$ cat src/rtl/resource_arbiter_mon.sv
// rtl/resource_arbiter_mon.sv - round-robin resource granter with per-channel protocol monitors
//
// Build option: define ARB_TIMEOUT_EN to bound ownership to MAX_HOLD BUSY cycles
// (forced revoke plus owner monitor fail). Undefined: ownership is unbounded.
//
// Ports:
//   clk          in   rising-edge clock
//   reset        in   asynchronous active-high reset
//   req          in   [N]     per-channel request, held until granted
//   chan_use     in   [N]     per-channel resource-in-use indicator
//   chan_release in   [N]     per-channel release pulse
//   fail_clr     in   synchronous clear of all sticky fail flags
//   grant        out  [N]     one-hot grant, held while the channel owns the resource
//   busy         out  resource owned
//   owner        out  [IDX_W] index of the current or last owner
//   fail         out  [N]     sticky per-channel protocol violation
//   fail_any     out  OR of fail
// The use/release channels carry a chan_ prefix because "use" and "release"
// are reserved words in SystemVerilog.

module resource_arbiter_mon #(
  parameter int N        = 4,
  parameter int IDX_W    = 2,
  parameter int MAX_HOLD = 15
) (
  input  logic             clk,
  input  logic             reset,
  input  logic [N-1:0]     req,
  input  logic [N-1:0]     chan_use,
  input  logic [N-1:0]     chan_release,
  input  logic             fail_clr,
  output logic [N-1:0]     grant,
  output logic             busy,
  output logic [IDX_W-1:0] owner,
  output logic [N-1:0]     fail,
  output logic             fail_any
);

  if (N < 2 || N > 16 || (1 << IDX_W) < N || MAX_HOLD < 1) begin : g_param_check
    $error("resource_arbiter_mon: illegal parameter combination");
  end

  typedef enum logic {A_IDLE, A_BUSY} arb_state_t;
  typedef enum logic [2:0] {M_IDLE, M_WAIT, M_GAP, M_USE, M_FAIL} mon_state_t;

  arb_state_t       state_q, state_d;
  logic [IDX_W-1:0] owner_q, owner_d;
  logic [IDX_W-1:0] ptr_q, ptr_d;
  logic             any_req;
  logic [IDX_W-1:0] sel;
  logic [IDX_W-1:0] cand;
  logic             owner_rel;

  mon_state_t       mon_q [N];
  mon_state_t       mon_d [N];

`ifdef ARB_TIMEOUT_EN
  localparam int CNT_W = $clog2(MAX_HOLD + 1);
  logic [CNT_W-1:0] hold_q, hold_d;
  logic             revoke;
`endif

  // Round-robin pick: scan from ptr+1 and wrap, ending on ptr itself so a
  // lone requester that just released can win again.
  always_comb begin
    any_req = 1'b0;
    sel     = '0;
    cand    = '0;
    for (int k = 1; k <= N; k++) begin
      cand = IDX_W'((int'(ptr_q) + k) % N);
      if (!any_req && req[cand]) begin
        any_req = 1'b1;
        sel     = cand;
      end
    end
  end

  assign owner_rel = chan_release[owner_q];

  always_comb begin
    state_d = state_q;
    owner_d = owner_q;
    ptr_d   = ptr_q;
`ifdef ARB_TIMEOUT_EN
    hold_d  = hold_q;
    revoke  = 1'b0;
`endif
    case (state_q)
      A_IDLE: begin
        if (any_req) begin
          state_d = A_BUSY;
          owner_d = sel;
`ifdef ARB_TIMEOUT_EN
          hold_d  = '0;
`endif
        end
      end
      A_BUSY: begin
        if (owner_rel) begin
          state_d = A_IDLE;
          ptr_d   = owner_q;
        end
`ifdef ARB_TIMEOUT_EN
        // Revoke on the edge where the counter would reach MAX_HOLD.
        else if (hold_q == CNT_W'(MAX_HOLD - 1)) begin
          revoke  = 1'b1;
          state_d = A_IDLE;
          ptr_d   = owner_q;
        end else begin
          hold_d  = hold_q + 1'b1;
        end
`endif
      end
      default: state_d = A_IDLE;
    endcase
  end

  assign busy  = (state_q == A_BUSY);
  assign owner = owner_q;
  assign grant = busy ? (N'(1) << owner_q) : '0;

  // Monitors observe the registered grant; they never feed back into the arbiter.
  always_comb begin
    for (int i = 0; i < N; i++) begin
      mon_d[i] = mon_q[i];
      case (mon_q[i])
        M_IDLE: begin
          if (req[i] && grant[i])       mon_d[i] = M_GAP;
          else if (req[i])              mon_d[i] = M_WAIT;
        end
        M_WAIT: begin
          if (grant[i])                 mon_d[i] = M_GAP;
          else if (!req[i])             mon_d[i] = M_FAIL;
        end
        // One unchecked cycle mirrors the requester's post-grant state.
        M_GAP:                          mon_d[i] = M_USE;
        M_USE: begin
          if (chan_release[i])          mon_d[i] = M_IDLE;
          else if (!chan_use[i])        mon_d[i] = M_FAIL;
        end
        M_FAIL:                         mon_d[i] = M_FAIL;
        default:                        mon_d[i] = M_IDLE;
      endcase
`ifdef ARB_TIMEOUT_EN
      if (revoke && owner_q == IDX_W'(i)) mon_d[i] = M_FAIL;
`endif
      if (fail_clr) mon_d[i] = M_IDLE;
    end
  end

  always_comb begin
    for (int i = 0; i < N; i++) begin
      fail[i] = (mon_q[i] == M_FAIL);
    end
  end

  assign fail_any = |fail;

  always_ff @(posedge clk or posedge reset) begin
    if (reset) begin
      state_q <= A_IDLE;
      owner_q <= '0;
      ptr_q   <= '0;
`ifdef ARB_TIMEOUT_EN
      hold_q  <= '0;
`endif
      for (int i = 0; i < N; i++) begin
        mon_q[i] <= M_IDLE;
      end
    end else begin
      state_q <= state_d;
      owner_q <= owner_d;
      ptr_q   <= ptr_d;
`ifdef ARB_TIMEOUT_EN
      hold_q  <= hold_d;
`endif
      for (int i = 0; i < N; i++) begin
        mon_q[i] <= mon_d[i];
      end
    end
  end

endmodule

$ cat config.mk
export PLATFORM = sky130hd
export DESIGN_NAME = resource_arbiter_mon
export DESIGN_NICKNAME = d
export VERILOG_FILES = /design/src/rtl/resource_arbiter_mon.sv
export SDC_FILE = /design/constraint.sdc
export NUM_CORES = 1
export LEC_CHECK = 0
export ABC_CLOCK_PERIOD_IN_PS = 1400
export CAP_MARGIN = 25
export CELL_PAD_IN_SITES_DETAIL_PLACEMENT = 1
export CELL_PAD_IN_SITES_GLOBAL_PLACEMENT = 2
export CORE_MARGIN = 1
export CORE_UTILIZATION = 27
export CTS_BUF_LIST = sky130_fd_sc_hd__clkbuf_2 sky130_fd_sc_hd__clkbuf_4 sky130_fd_sc_hd__clkbuf_8
export CTS_CLUSTER_DIAMETER = 30
export DETAILED_ROUTE_END_ITERATION = 6
export GPL_TIMING_DRIVEN = 0
export MAX_ROUTING_LAYER = met4
export PLACE_DENSITY = 0.83
export SLEW_MARGIN = 20
export SYNTH_ARGS = -nofsm -noshare
export SYNTH_HDL_FRONTEND = slang
export SYNTH_SLANG_ARGS = --single-unit
$ cat constraint.sdc
create_clock -name clk -period 1.4 [get_ports clk]
set_input_delay 0.28 -clock clk [delete_from_list [all_inputs] [get_ports clk]]
set_output_delay 0.28 -clock clk [all_outputs]
set_load 0.02 [all_outputs]
==> flow_summary.ini <==
[run_status]
status = finished with violations
violations = setup timing

[clock_tree]
clk_pin_slew_ps = 80
cts_buffers = 3
root_buffer = clkbuf_8
htree_num_levels = 1
cts_tree = yes
cts.sinks = 17
holdBufCountCts = 0
clock_latency_ps = 260
clockBufferDepth = 2

[power_and_ir_drop]
pwr_density_cell_nw_per_um2 = 1850
clkPwrFrac_pct = 11.9
switching_share_pct = 39.1
switching_power_uw = 1340
power_frac_seq_pct = 24.7
vdd_drop_max_v = 0.000757
internal-power_uw = 2090
leakage_uw = 0.000822
comb_power_share_pct = 63.4

[cells_and_area]
multiInputGateArea_um2 = 713
fin_area_um2 = 1850
fin_util_pct = 49.5
diodes = 0
fin_nets = 196
drive_gt1_share_pct = 48.3
syn2layout_area_growth_pct = 71.8
fillers = 429
regArea_um2 = 435
final_cells = 228

[floorplanning]
ioPinCount = 27
core_um2 = 3740
die_x_um = 65.2
num_rows = 22
start_util_pct = 28.8
die-area_um2 = 4250
die_h_um = 65.2

[critical_path]
r2r-start = owner[0]
arrival_ps = 1470
cp-startpoint = mon_q[2]
start_kind = register
crit_type = register to output port
end_kind = output port
path_max_fanout = 2
required_ps = 1120

[sta]
drv_slew = 0
hold_violations = 0
period_minus_slack_ps = 1750
timing.fmax_mhz = 573
clock_skew_ps = 6.93
grt_setup_unrepaired = true
period_share_pct = 125
setup_viol = 13
relSlewSlack_pct = 52.7
tightest_slew_ps = 708
postLayoutSetupSlackWorst_ps = -345

[min_path]
hold_class = input pin to async pin

[global_route]
grt_pass1_wl_mm = 5.94
grt_use_total_pct = 18.6
antenna_found_initial = 0
grt_max_degree = 18
grt_pass1_vias = 1230
overflow = 0

[synthesis]
yosysSeqAreaShare_pct = 39.4
yosysUniqueCellTypes = 44
syn_avg_cell_area_um2 = 9.06
synthTopCellsByCount = 17 x dfrtp_1, 13 x inv_1, 8 x nor2_1, 8 x o21ai_0
muxShareOfSynthArea_pct = 6.15
synth.ff_latch_count = 17
synth_edf_count = 0
ys_top_cells_by_area = dfrtp_1 39%, inv_1 4.5%, o21ai_0 3.7%
synth_top_cell_area_share_pct = 39.4
syn_inst = 119
synth_top_family_by_area = simple AND/OR/NAND/NOR gates
synth.most_common_cell = dfrtp_1
synth_fa_ha_area_share_pct = 0
synth_warnings = 0
async_flop_share_pct = 100
synth_area_um2 = 1080
ys.flop_type = dfrtp_1
syn-num-nets = 134
synth_area_leader_cell = dfrtp_1
synth_compound_area_share_pct = 21.9
synth-simple-area-share_pct = 25.1
yosys.area_share.xor_xnor_pct = 0

[route]
antenna_left = 0
vias = 1171
routedWlPerCell_um = 16.4
drc_errors = 0
viasPerCell = 5.14
drt_first_pass_iters = 6
route.final.wire_length_mm = 3.73
dr.first_iter.drc_count = 33

[placed_design]
dp_hpwl_mm = 2.37
io_buffers = 25
dpl_cell_area_um2 = 1420
place.gp.congestion = 0.830
dp_cells = 192

[run]
cap_violations = 0
==> cells by family after synthesis <==
group           Yosys count
buf+inv                  18
simple gates             46
flops                    17
mux                       5
compound gates           33
==> placed cells by master, fill, tap and decap left out, types with 4 or more instances in the layout <==
| master | netlist | final |
|---|---|---|
| dfrtp_2 | 0 | 8 |
| nor2b_1 | 4 | 4 |
| nand2b_1 | 5 | 5 |
| inv_1 | 13 | 10 |
| dlygate4sd2_1 | 0 | 4 |
| buf_6 | 1 | 13 |
| a21oi_1 | 6 | 4 |
| nand3b_1 | 4 | 4 |
| o21ai_0 | 8 | 8 |
| nand2_1 | 6 | 5 |
| buf_4 | 1 | 32 |
| dfrtp_1 | 17 | 9 |
| clkdlybuf4s50_1 | 0 | 9 |
| nor2_1 | 8 | 7 |
==> final timing paths <==
| kind | to | slack (ps) | cells past startpoint |
|---|---|---|---|
| max | fail_any | -350 | 3 |
| min | mon_q[5] | 430 | 2 |
| max reg2reg | ptr_q[0] | -140 | 4 |
| min reg2reg | ptr_q[0] | 570 | 1 |
| max in group asynchronous | mon_q[7] | 470 | 2 |
| min in group clk | mon_q[1] | 550 | 2 |
==> cell type report <==
type / instances / area share (%)
Tap cell: 48 / 3.24
Buffer: 3 / 1.62
Clock buffer: 4 / 2.63
Multi-Input combinational cell: 84 / 38.5
Timing Repair Buffer: 58 / 27.5
Inverter: 14 / 2.97
Sequential cell: 17 / 23.5
==> worst max-delay path: stages, from the launching register on <==
cell     delay (ps)
dfrtp_1         390
nor3b_4         150
or4_4           530
buf_6           150
==> sequential cells by signal (all words and copies together) (netlist names) <==
register and cells:
busy 1, mon_q 12, owner 2, ptr_q 2
==> metrics by stage <==
step	total power [uW]	setup TNS (ps)	setup slack, ps	hold WS [ps]
2_1_floorplan	1740	-579	-155	206
3_3_place_gp	2190	-5920	-606	479
3_5_place_dp	2250	-6690	-638	497
4_1_cts	3120	-1320	-347	463
5_1_grt	3640	-1960	-386	499
6_report	3430	-1380	-345	430
==> layer usage <==
metal	up-vias	track usage [%]	part of all wire [%]
met5	-	-	0
met4	0	3.80	0.56
met3	2	2.08	2.5
met2	24	33.6	53
met1	591	22.2	44
li1	554	-	-
==> repair_timing <==
item                                    CTS  global route
buffers inserted                         23            12
pin swaps                                 9             9
gates resized for setup                  86            16
endpoints found under the setup margin   21            21
==> power by group through the flow <==
stage                     sequential [uW]  combinational [uW]  clock [uW]
after floorplan                       859                 876           0
after detailed placement              864                1380           0
after global routing                  867                2320         448
after CTS                             828                1870         417
after global placement                851                1340           0
final                                 845                2170         407
Power figures use the tool's default switching activity.
==> variant 1, RTL diff (same settings) <==
Add a define of `ARB_TIMEOUT_EN`.
--- a/src/rtl/resource_arbiter_mon.sv
+++ b/src/rtl/resource_arbiter_mon.sv
@@ -18,4 +18,6 @@
 // The use/release channels carry a chan_ prefix because "use" and "release"
 // are reserved words in SystemVerilog.
+
+`define ARB_TIMEOUT_EN
 
 module resource_arbiter_mon #(
Check against the original RTL: same outputs for any inputs over 4 cycles, from zero or initial values and one cycle with reset high; that may be too few to reach the edited logic, so the function may still have changed.
==> variant 1 against the unedited design <==
  * The run still ends with setup timing left
  * Cell area is 27% higher
  * Critical path type unchanged
  * Highest routed layer unchanged
  * Via count up 32%
  * Setup slack worse by 0.025 ns
  * Power increased by 22%
  * Sequential cell count grew 4
  * Synthesized area is 26% higher
  * Final cell count rose by 30%
  * Fmax decreased by 1.4%
  * Wire length is 36% higher
  * Worst hold slack gained 0.056 ns
==> variant 1: results (changes against the unedited design) <==
| Metric | Value |
|---|---|
| Synth unique cells | 42 (-4.5%) |
| Worst clock skew | 0.00989 ns (+0.00297 ns) |
| Syn Nets | 177 (+32%) |
| Initial antenna violation count | 0 (unchanged) |
| Hold Path Sink | mon_q[8]$_DFFE_PP0P_ |
| Crit Path Max Fanout | 3 (+1) |
| # DRC | 0 (unchanged) |
| Total GRT Usage | 19.1% (+0.45 points) |
| Hold depth | 2 |
| CTS buffer count | 3 (unchanged) |
| Global-route wire length before repair | 7.68 mm (+29%) |
| Setup tns final | -3.68 ns (-2.30 ns) |
| Min-delay src | fail_clr |
| Pre-Repair DR Iteration Count | 4 (-2) |
| Static leakage | 1.04 nW (+26%) |
| Max_slew headroom | 39.7% (-13 points) |
| Largest net degree at the start of global routing | 22 (+4) |
| Hold Path Class | in2reg |
| Post-synthesis sequential area ratio | 38.5% (-0.91 points) |
| Worst EP arrival | 1.49 ns (+0.02 ns) |
| Max-Cap Viols | 0 (unchanged) |
| Yosys warning total | 0 (unchanged) |
| Slowest CP cell | or4_4 |
| Antenna cell count | 0 (unchanged) |
| Asr flop ratio synth | 100% (unchanged) |
| Largest area contributor in the synthesized netlist | dfrtp_1 |
| DP HPWL | 3.13 mm (+32%) |
| RD Place Congestion | 0.824 (-0.75%) |
| Failing checks | setup timing |
| Root buf cell | clkbuf_8 |
| Share of layout cells above drive strength 1 | 49.6% (+1.2 points) |
| CP delay by family, top | simple AND/OR/NAND/NOR gates |
| Maximum root-to-sink buffer count | 2 (unchanged) |
| Worst VDD drop | 1.04 mV (+37%) |
| Worst r2r dst | ptr_q[1]$_DFFE_PP0P_ |
| DR iter-0 viols | 87 (+160%) |
| Post-route ant nets | 0 (unchanged) |
| Port-buffer cells | 24 (-4.0%) |
| Average wire per standard cell | 17.1 µm (+4.5%) |
| Most frequent cells after synthesis | dfrtp_1 (21), nor2_1 (16), inv_1 (15) |
| Place WS | -0.756 ns (-0.117 ns) |
| CTS H-Tree Depth | 1 (unchanged) |
| Reg2reg start | owner[0]$_DFFE_PP0P_ |
| Synth top area cells | dfrtp_1 (39%), a21oi_1 (4.8%), nor3_1 (4.8%) |
| FF-to-FF path depth | 4 (unchanged) |
| Number of global-route vias before repair | 1,582 (+29%) |
| Final worst slack | -0.370 ns (-0.0249 ns) |
| Status | finished with violations |
| Clk slew on worst S/H paths | 0.09 ns |
| Setup violations, final | 26 (+13) |
| Final net count | 248 (+27%) |
| Via-per-instance ratio | 5.22 (+1.7%) |
| Reg2Reg Setup Slack | -0.26 ns (-0.12 ns) |
variant 1: layer usage:
metal | vias to the layer above | GRT usage [%] | share of wire [%] | wire length [µm]
li1 | 734 | - | - | -
met5 | - | - | 0 | 0
met4 | 0 | 4.79 | 0.57 | 29
met1 | 781 | 22.7 | 43 | 2190
met2 | 32 | 33.4 | 53 | 2700
met3 | 4 | 3.04 | 3.1 | 157
variant 1: worst reg2reg max path, cell delays in order (launching register included):
cell and delay (ns):
dfrtp_2 0.42, mux4_2 0.58, nor2b_4 0.15, nand2b_4 0.14
mux2_4 0.29
variant 1: cell type report:
class | instances | area, µm²
Buffer | 7 | 65.1
Clock buffer | 4 | 48.8
Fill cell | 528 | 2430
Inverter | 15 | 56.3
Multi-Input combinational cell | 117 | 977
Sequential cell | 21 | 534
Tap cell | 67 | 83.8
Timing Repair Buffer | 66 | 594
variant 1: report_power, final:
part | switching [mW] | leakage [nW] | total (mW) | internal [mW]
logic | 1.31 | 0.748 | 2.73 | 1.42
clock network | 0.220 | 0.0262 | 0.443 | 0.223
registers | 0.193 | 0.265 | 0.992 | 0.799
total | 1.73 | 1.04 | 4.17 | 2.44
variant 1: kinds of logic (layout without fill, tap and decap cells):
group,count (synthesis),after routing,synth area share [%]
buffers and inverters,22,92,6.42
AOI/OAI and AO/OA,41,41,19.5
muxes,5,5,4.95
DFF,21,21,38.5
adders and majority gates,2,2,1.83
and+or+nand+nor,69,69,28.8
variant 1: what timing repair did:
action | 4_1_cts | 5_1_grt
resized for setup | 97 | 36
hold buffers | 0 | 0
gates cloned | 0 | 0
hold endpoints to repair | 0 | 0
pin swaps | 9 | 16
endpoints found under the setup margin | 33 | 30
setup buffers | 29 | 15
variant 1: worst max path at each step:
stage,from,to,slack [ns],depth (start not counted)
global placement,chan_release[3],ptr_q[1]$_DFFE_PP0P_,-0.73,5
finish,mon_q[8]$_DFFE_PP0P_,fail_any,-0.37,4
detailed placement,chan_release[3],ptr_q[1]$_DFFE_PP0P_,-0.76,5
floorplan,owner[0]$_DFFE_PP0P_,ptr_q[1]$_DFFE_PP0P_,-0.35,4
CTS,mon_q[8]$_DFFE_PP0P_,fail_any,-0.34,4
global route,mon_q[8]$_DFFE_PP0P_,fail_any,-0.40,4
variant 1: metrics by stage:
stage               std cells  power, mW  area [µm²]  hold slack, ns
floorplan                 160       2.12        1420           0.256
global placement          251       2.60        1750           0.455
detailed placement        251       2.69        1750           0.476
CTS                       284       3.74        2170           0.436
global route              297       4.39        2360           0.503
finish                    297       4.17        2360           0.486
==> variant 2, RTL diff (config.mk and constraints unchanged) <==
Without the edit above. Make the reset (`reset`) synchronous in one clocked block. Comments in the files are not updated.
--- a/src/rtl/resource_arbiter_mon.sv
+++ b/src/rtl/resource_arbiter_mon.sv
@@ -157,5 +157,5 @@
   assign fail_any = |fail;
 
-  always_ff @(posedge clk or posedge reset) begin
+  always_ff @(posedge clk) begin
     if (reset) begin
       state_q <= A_IDLE;
Check against the original RTL: differs if reset is asserted again (counterexample within 4 cycles, from zero or initial values and one cycle with reset high); with reset held inactive, the same outputs for 4 cycles.
==> variant 2 against the unedited design <==
  * Sequential cell count unchanged
  * Fmax rose by 3.7%
  * The flow still finishes with violations (setup timing)
  * Cell area fell by 5.1%
  * Final cell count increased by 3.9%
  * Setup slack improved by 0.063 ns
  * Count of clock-buffer cells in the layout unchanged
  * Synthesized area rose by 1.3%
  * Wire length is 1.7% higher
Power is not compared: it rests on default switching activity, and its combinational part moved more than twofold at a synthesized area within 25%.
==> variant 2: results (changes against the unedited design) <==
| Metric | Value |
|---|---|
| Asr flop ratio synth | 0% (-100 points) |
| Metal3 WL | 89 µm (-6.3%) |
| Vias | 1,227 (+4.8%) |
| Min-delay src | req[0] |
| Count of plain and timing-repair buffers | 51 (-16%) |
| Syn Nets | 159 (+19%) |
| DP HPWL | 2.48 mm (+4.7%) |
| Inverter count | 5 (-9) |
| Largest net degree at the start of global routing | 11 (-7) |
| Worst VDD drop | 0.618 mV |
| Status | finished with violations |
| Total GRT Usage | 19.4% (+0.79 points) |
| Non-clk buf share | 26.0% (-3.2 points) |
| Pre-Repair DR Iteration Count | 4 (-2) |
| Final worst slack | -0.282 ns (+0.0628 ns) |
| Number of global-route vias before repair | 1,328 (+8.0%) |
| Sequential Power Share | 40.1% |
| Comb_multi_in | 112 (+33%) |
| Hold Path Class | in2reg |
| Setup crit start | mon_q[2][2]$_SDFFE_PP0P_ |
| Max_slew headroom | 70.0% (+17 points) |
| Synth top area cells | dfxtp_1 (31%), a21oi_1 (7.8%), nor2_1 (5.5%) |
| Initial antenna violation count | 0 (unchanged) |
| Share of layout cells above drive strength 1 | 40.2% (-8.1 points) |
| Worst EP arrival | 1.40 ns (-0.07 ns) |
| Worst clock skew | 0.00259 ns (-0.00434 ns) |
| Crit Path Max Fanout | 3 (+1) |
| DR iter-0 viols | 24 (-27%) |
| Post-Synthesis Cells | 144 (+21%) |
| Area of the multi-input gates | 796 µm² (+12%) |
| Seq. cell area | 379 µm² (-13%) |
| Post-synthesis sequential area ratio | 31.2% (-8.3 points) |
| Placed Cells | 215 (+12%) |
| Multiplexer area fraction after synthesis | 3.67% (-2.5 points) |
| Synth Area in XOR/XNOR | 0% (unchanged) |
| Failing checks | setup timing |
| Met1 wire length | 1.72 mm (+5.3%) |
| Reg2reg start | owner[1]$_SDFFE_PP0P_ |
| Setup tns final | -0.374 ns (+1.01 ns) |
| RD Place Congestion | 0.788 (-5.0%) |
| Port-buffer cells | 23 (-8.0%) |
| Place WS | -0.555 ns (+0.0834 ns) |
| Final cell count without fillers | 237 (+3.9%) |
| Compound-Gate Fraction of Synth Area | 24.2% (+2.2 points) |
| Met2 wire len | 1.97 mm (-0.40%) |
| Fillers | 448 (+4.4%) |
| Clk slew on worst S/H paths | 0.07 ns |
| Final net count | 205 (+4.6%) |
| Clock network area share | 2.77% (+0.14 points) |
| Setup violations, final | 4 (-9) |
| Most frequent cells after synthesis | a21oi_1 (17), dfxtp_1 (17), nor2_1 (16) |
| Average wire per standard cell | 16.0 µm (-2.1%) |
| Total power | 1.34 mW |
## variant 2: cell types whose count changed after synthesis, moves of 5 or more
cell | before | now
dfrtp_1 | 17 | 0
dfxtp_1 | 0 | 17
a21oi_1 | 6 | 17
inv_1 | 13 | 5
nor2_1 | 8 | 16
nor3_1 | 1 | 7
nand3_1 | 2 | 7
## variant 2: metrics by stage
stage / hold slack (ns) / area [µm²]
after floorplan: 0.342 / 1130
after global placement: 0.546 / 1420
after detailed placement: 0.569 / 1420
after CTS: 0.445 / 1710
after global routing: 0.475 / 1760
final: 0.447 / 1760
## variant 2: critical path: stages (launching register included)
cell and delay, ns:
dfxtp_2 0.33, nor3b_4 0.15, or4_4 0.53, buf_6 0.15
## variant 2: layer usage
metal / up-vias / track usage (%)
met5: - / -
met4: 0 / 1.63
met3: 2 / 3.82
met2: 13 / 36.3
met1: 596 / 21.9
li1: 616 / -
## variant 2: path summary, 6_finish.rpt
check        slack (ns)  depth (start not counted)                       end
max               -0.28                          3                  fail_any
min                0.45                          3  mon_q[0][0]$_SDFFE_PP0P_
max reg2reg       -0.01                          5  mon_q[0][2]$_SDFFE_PP0P_
min reg2reg        0.54                          2     owner[1]$_SDFFE_PP0P_
## variant 2: what timing repair did
action                                  4_1_cts  5_1_grt
resized for setup                            87       15
pin swaps                                     8        8
endpoints found under the setup margin       22       21
hold buffers                                  0        0
buffers inserted                             18        6
## variant 2: logic make-up (layout without fill, tap and decap cells)
logic type             after synthesis  after routing
muxes                                4              4
AOI/OAI and AO/OA                   43             43
and+or+nand+nor                     65             65
buffers and inverters               15             60
DFF                                 17             17
